File: src/rtl/if_fetch_unit.sv
// Instruction-fetch stage: issues in-order word fetches, buffers returned words
// in a small FIFO and presents {instruction, pc} to decode; redirects flush it.
module if_fetch_unit #(
  parameter logic [31:0] RESET_PC   = 32'h0000_0000,
  parameter int          FIFO_DEPTH = 2
) (
  input  logic        clk,
  input  logic        rst,
  output logic        imem_req_valid,
  input  logic        imem_req_ready,
  output logic [31:0] imem_req_addr,
  input  logic        imem_rsp_valid,
  input  logic [31:0] imem_rsp_data,
  input  logic        redirect_valid,
  input  logic [31:0] redirect_pc,
  output logic        id_valid,
  input  logic        id_ready,
  output logic [31:0] id_instruction,
  output logic [31:0] id_pc
);

  localparam int PTR_W = $clog2(FIFO_DEPTH);
  localparam int CNT_W = PTR_W + 1;
  localparam logic [CNT_W:0] DEPTH_C = (CNT_W + 1)'(FIFO_DEPTH);

  logic [31:0]      fetch_pc_q, fetch_pc_d;
  logic [31:0]      head_pc_q, head_pc_d;
  logic [PTR_W-1:0] rd_ptr_q, rd_ptr_d;
  logic [PTR_W-1:0] wr_ptr_q, wr_ptr_d;
  logic [CNT_W-1:0] count_q, count_d;
  logic [CNT_W-1:0] inflight_q, inflight_d;
  logic [CNT_W-1:0] discard_q, discard_d;
  logic [31:0]      fifo_mem_q [FIFO_DEPTH];

  logic [CNT_W:0] credit_used;
  logic           req_fire;
  logic           push;
  logic           pop;
  logic [31:0]    target_pc;

  // Handshakes: a transfer happens in exactly the cycle where valid and ready
  // are both high; a valid source holds its payload stable until that cycle.
  assign credit_used    = {1'b0, count_q} + {1'b0, inflight_q};
  assign imem_req_valid = !rst && !redirect_valid && (credit_used < DEPTH_C);
  assign imem_req_addr  = fetch_pc_q;
  assign req_fire       = imem_req_valid && imem_req_ready;

  assign id_valid       = !rst && (count_q != '0) && !redirect_valid;
  assign id_instruction = fifo_mem_q[rd_ptr_q];
  assign id_pc          = head_pc_q;
  assign pop            = id_valid && id_ready;

  // Responses owed to a pre-redirect request are counted off by discard_q.
  assign push      = imem_rsp_valid && !redirect_valid && (discard_q == '0);
  assign target_pc = redirect_pc & 32'hFFFF_FFFC;

  always_comb begin
    fetch_pc_d = fetch_pc_q;
    head_pc_d  = head_pc_q;
    rd_ptr_d   = rd_ptr_q;
    wr_ptr_d   = wr_ptr_q;
    count_d    = count_q;
    inflight_d = inflight_q;
    discard_d  = discard_q;
    if (redirect_valid) begin
      fetch_pc_d = target_pc;
      head_pc_d  = target_pc;
      rd_ptr_d   = '0;
      wr_ptr_d   = '0;
      count_d    = '0;
      inflight_d = inflight_q - CNT_W'(imem_rsp_valid);
      discard_d  = inflight_q - CNT_W'(imem_rsp_valid);
    end else begin
      if (req_fire) begin
        fetch_pc_d = fetch_pc_q + 32'd4;
      end
      inflight_d = inflight_q + CNT_W'(req_fire) - CNT_W'(imem_rsp_valid);
      if (imem_rsp_valid && (discard_q != '0)) begin
        discard_d = discard_q - CNT_W'(1);
      end
      if (push) begin
        wr_ptr_d = wr_ptr_q + PTR_W'(1);
      end
      if (pop) begin
        rd_ptr_d  = rd_ptr_q + PTR_W'(1);
        head_pc_d = head_pc_q + 32'd4;
      end
      count_d = count_q + CNT_W'(push) - CNT_W'(pop);
    end
  end

  always_ff @(posedge clk) begin
    if (rst) begin
      fetch_pc_q <= RESET_PC;
      head_pc_q  <= RESET_PC;
      rd_ptr_q   <= '0;
      wr_ptr_q   <= '0;
      count_q    <= '0;
      inflight_q <= '0;
      discard_q  <= '0;
    end else begin
      fetch_pc_q <= fetch_pc_d;
      head_pc_q  <= head_pc_d;
      rd_ptr_q   <= rd_ptr_d;
      wr_ptr_q   <= wr_ptr_d;
      count_q    <= count_d;
      inflight_q <= inflight_d;
      discard_q  <= discard_d;
    end
  end

  // Storage needs no reset: count_q alone decides which entries are live.
  always_ff @(posedge clk) begin
    if (!rst && push) begin
      fifo_mem_q[wr_ptr_q] <= imem_rsp_data;
    end
  end

endmodule

File: config.mk
export PLATFORM = sky130hd
export DESIGN_NAME = if_fetch_unit
export DESIGN_NICKNAME = d
export VERILOG_FILES = /design/src/rtl/if_fetch_unit.sv
export SDC_FILE = /design/constraint.sdc
export NUM_CORES = 1
export LEC_CHECK = 0
export CAP_MARGIN = 20
export CELL_PAD_IN_SITES_DETAIL_PLACEMENT = 1
export CELL_PAD_IN_SITES_GLOBAL_PLACEMENT = 1
export CORE_ASPECT_RATIO = 1.4
export CORE_MARGIN = 3
export CORE_UTILIZATION = 38
export DETAILED_ROUTE_END_ITERATION = 10
export GPL_ROUTABILITY_DRIVEN = 0
export PLACE_DENSITY_LB_ADDON = 0.1
export SYNTH_ARGS = -nofsm -noshare
export SYNTH_HDL_FRONTEND = slang
export SYNTH_SLANG_ARGS = --single-unit
export TNS_END_PERCENT = 20
File: constraint.sdc
create_clock -name clk -period 5 [get_ports clk]
set_input_delay 1 -clock clk [delete_from_list [all_inputs] [get_ports clk]]
set_output_delay 1 -clock clk [all_outputs]
set_load 0.02 [all_outputs]
==> flow_summary_export.csv <==
group,metric,value,unit
job,max_cap_violations,0,
global_routing,overflow,0,
floorplan,pin_count,168,
finish,drive_gt1_share,12.1,%
synth,yosys-top-cells-area,"edfxtp_1 30%, dfxtp_1 22%, mux2_2 6.0%",
synth,synth_async_sr_flop_share,0,%
floorplan,core.rowCount,55,
setup_path,cp-endpoint,"imem_req_valid",
run_status,status,"finished, final reports clean",
cts,cts_tree,"yes",
setup_path,r2r_end,"inflight_q[1]",
drt,finalWirelength,19700,µm
sta,setup_viol,0,
drt,routed_via_density,5.56,
setup_path,cp.required,4.00,ns
setup_path,path_class,"primary input to output port",
sta,clock_skew,0.0123,ns
cts,cts-htree-levels,4,
cts,cts.sinks,133,
power_and_ir_drop,ir_drop,210,µV
finish,final_area,0.00871,mm²
setup_path,path_max_fanout,11,
setup_path,worstPathCellList,"clkdlybuf4s50_1 > or2_2 > nor3_1 > clkdlybuf4s50_1",
global_routing,grtUsageTotal,21.5,%
placement,portBuffers,161,
global_routing,grt_antenna_before_repair,0,
synth,synth_cells,599,
sta,grt_setup_unrepaired,"false",
drt,remaining_drc_errors,0,
worst_hold_path,hold_class,"flip-flop to flip-flop",
power_and_ir_drop,p_leak,2.96,nW
setup_path,crit_top_cell,"clkdlybuf4s50_1",
cts,hold_buffers,0,
setup_path,r2r-start,"count_q[0]",
drt,dr.first_iter.drc_count,215,
synth,synth_seq_cells,133,
setup_path,max_stage_delay,0.64,ns
sta,tns,0,ns
drt,dr.pass1.iters,5,
synth,syn-mean-instance-area,10.7,µm²
global_routing,grt_pass1_wl,31300,µm
drt,via_count,5372,
cts,postCtsResizedCells,0,
cts,cts_root_buf,"clkbuf_16",
finish,diodes,0,
power_and_ir_drop,power_density,331,mW/mm²
synth,synth_top_cell_by_area,"edfxtp_1",
sta,period_share,74.8,%
global_routing,grt_start_max_net_pins,62,
floorplan,core_area,0.0163,mm²
drt,drtAntennaViolNets,0,
sta,hold_viol_final,0,
setup_path,r2r_slack,1.66,ns
floorplan,die-width,116,µm
cts,clock_latency,0.42,ns
floorplan,dieArea,0.0184,mm²
setup_path,startpoint_type,"primary input",
setup_path,r2r_cells,12,
sta,max_clock_freq,267,MHz
synth,synth-main-ff-cell,"dfxtp_1",
finish,area_growth,36.3,%
floorplan,die_h,159,µm
finish,fin_nets,833,
floorplan,start_util,39.2,%
setup_path,critPathLaunch,"redirect_valid",
cts,postCtsSetupRepairBufs,0,
sta,tightest_slew,0.859,ns
synth,synth_top_area_share,30.1,%
setup_path,cp_slowest_cell,"clkdlybuf4s50_1",
synth,synth_warnings,0,
placement,dpl_cell_area,0.00812,mm²
synth,syn_area,0.00639,mm²
setup_path,end_kind,"output port",
synth,synth-edff-count,64,
synth,yosysSeqAreaShare,51.7,%
placement,hpwl,14500,µm
sta,report.final.slew_viol_count,0,
cts,cts_inserted_buffers,17,
synth,synth.distinct_cells,68,
global_routing,grt_pass1_vias,5835,
setup_path,worstPathArrival,2.74,ns
sta,relSlewSlack,42.2,%
cts,clock_path_buffers,2,
worst_hold_path,min_path_cells,2,
cts,clk_pin_slew,0.06,ns
sta,min_period,3.74,ns
drt,wl_per_cell,20.4,µm
[logic make-up after synthesis]
logic type                 synth area share, %
xor gates and xnor gates                  5.21
adders and majority gates                 1.88
and+or+nand+nor                           17.6
buffers and inverters                     4.74
AOI/OAI and AO/OA                         12.5
muxes                                     6.32
DFF                                       51.7
other                                   0.0587
[state kept, by name, summed over array words and instances, names as in the netlist, named ones only]
register       count
count_q            2
id_pc             30
imem_req_addr     30
wr_ptr_q           1
discard_q          2
fifo_mem_q        64
rd_ptr_q           1
inflight_q         2
[placed cells by master, fill, tap and decap left out, types with 10 or more instances in the layout]
cell type and n:
nor2_1 35, nand4_1 15, dfxtp_1 69, edfxtp_1 64, clkdlybuf4s50_1 160, inv_1 28, xnor2_1 24, nand3_1 27
xor2_1 14, a21oi_1 27, nand2_1 45, nor4_1 12, nor3_1 10, mux2_2 34, a31oi_1 17, a211oi_1 11
clkbuf_16 17
[cell type report]
type	instances	area [µm²]
sequential	133	3300
timing repair buffer	167	1650
multi-input combinational	406	2810
inverter	29	109
fill	1772	7600
clock buffer	18	429
clock inverter	14	165
tap	199	249
[layer usage]
| metal | track usage [%] | wire length [µm] | vias to the layer above |
|---|---|---|---|
| li1 | - | - | 2532 |
| met5 | 0 | 0 | - |
| met1 | 25.8 | 7840 | 2644 |
| met4 | 9.24 | 575 | 0 |
| met2 | 36.9 | 10200 | 160 |
| met3 | 4.14 | 1090 | 36 |
[cells in the mapped netlist (9+ instances only)]
master	n
xor2_1	14
nand2_1	45
inv_1	28
a31oi_1	17
nand4_1	15
edfxtp_1	64
nand3_1	27
xnor2_1	24
a21oi_1	27
nor2_1	35
nor3_1	12
dfxtp_1	69
clkbuf_1	16
mux2_2	34
a21boi_0	9
a211oi_1	11
nor4_1	12
[critical path: cells and delay by family]
family	cells	cell delay (ns)
buffers and inverters	2	1.09
AND/OR/NAND/NOR	2	0.66
[worst min path at each step]
stage / startpoint / endpoint / slack, ns
3_5_place_dp: rd_ptr_q / rd_ptr_q / 0.50
6_report: rd_ptr_q / flip-flop / 0.52
4_1_cts: rd_ptr_q / flip-flop / 0.52
5_1_grt: id_pc[25] / id_pc[25] / 0.57
2_1_floorplan: rd_ptr_q / flip-flop / 0.48
3_3_place_gp: rd_ptr_q / rd_ptr_q / 0.50
[through the flow]
stage               instances  utilization (%)  power (mW)  setup slack (ns)  hold slack (ns)
finish                    966             53.4        2.88              1.26            0.523
global route              966             53.4        3.00              1.21            0.567
CTS                       966             53.4        2.91              1.25            0.524
detailed placement        934             49.8        1.63              1.25            0.503
global placement          934             49.8        1.62              1.25            0.498
floorplan                 602                -        1.45             0.741            0.481
[power breakdown]
group / switching [mW] / internal, mW / total [mW]
clock network: 0.522 / 0.751 / 1.27
logic: 0.187 / 0.178 / 0.365
registers: 0.0562 / 1.19 / 1.25
total: 0.765 / 2.12 / 2.88
No activity file was read; power rests on OpenSTA's default activity.
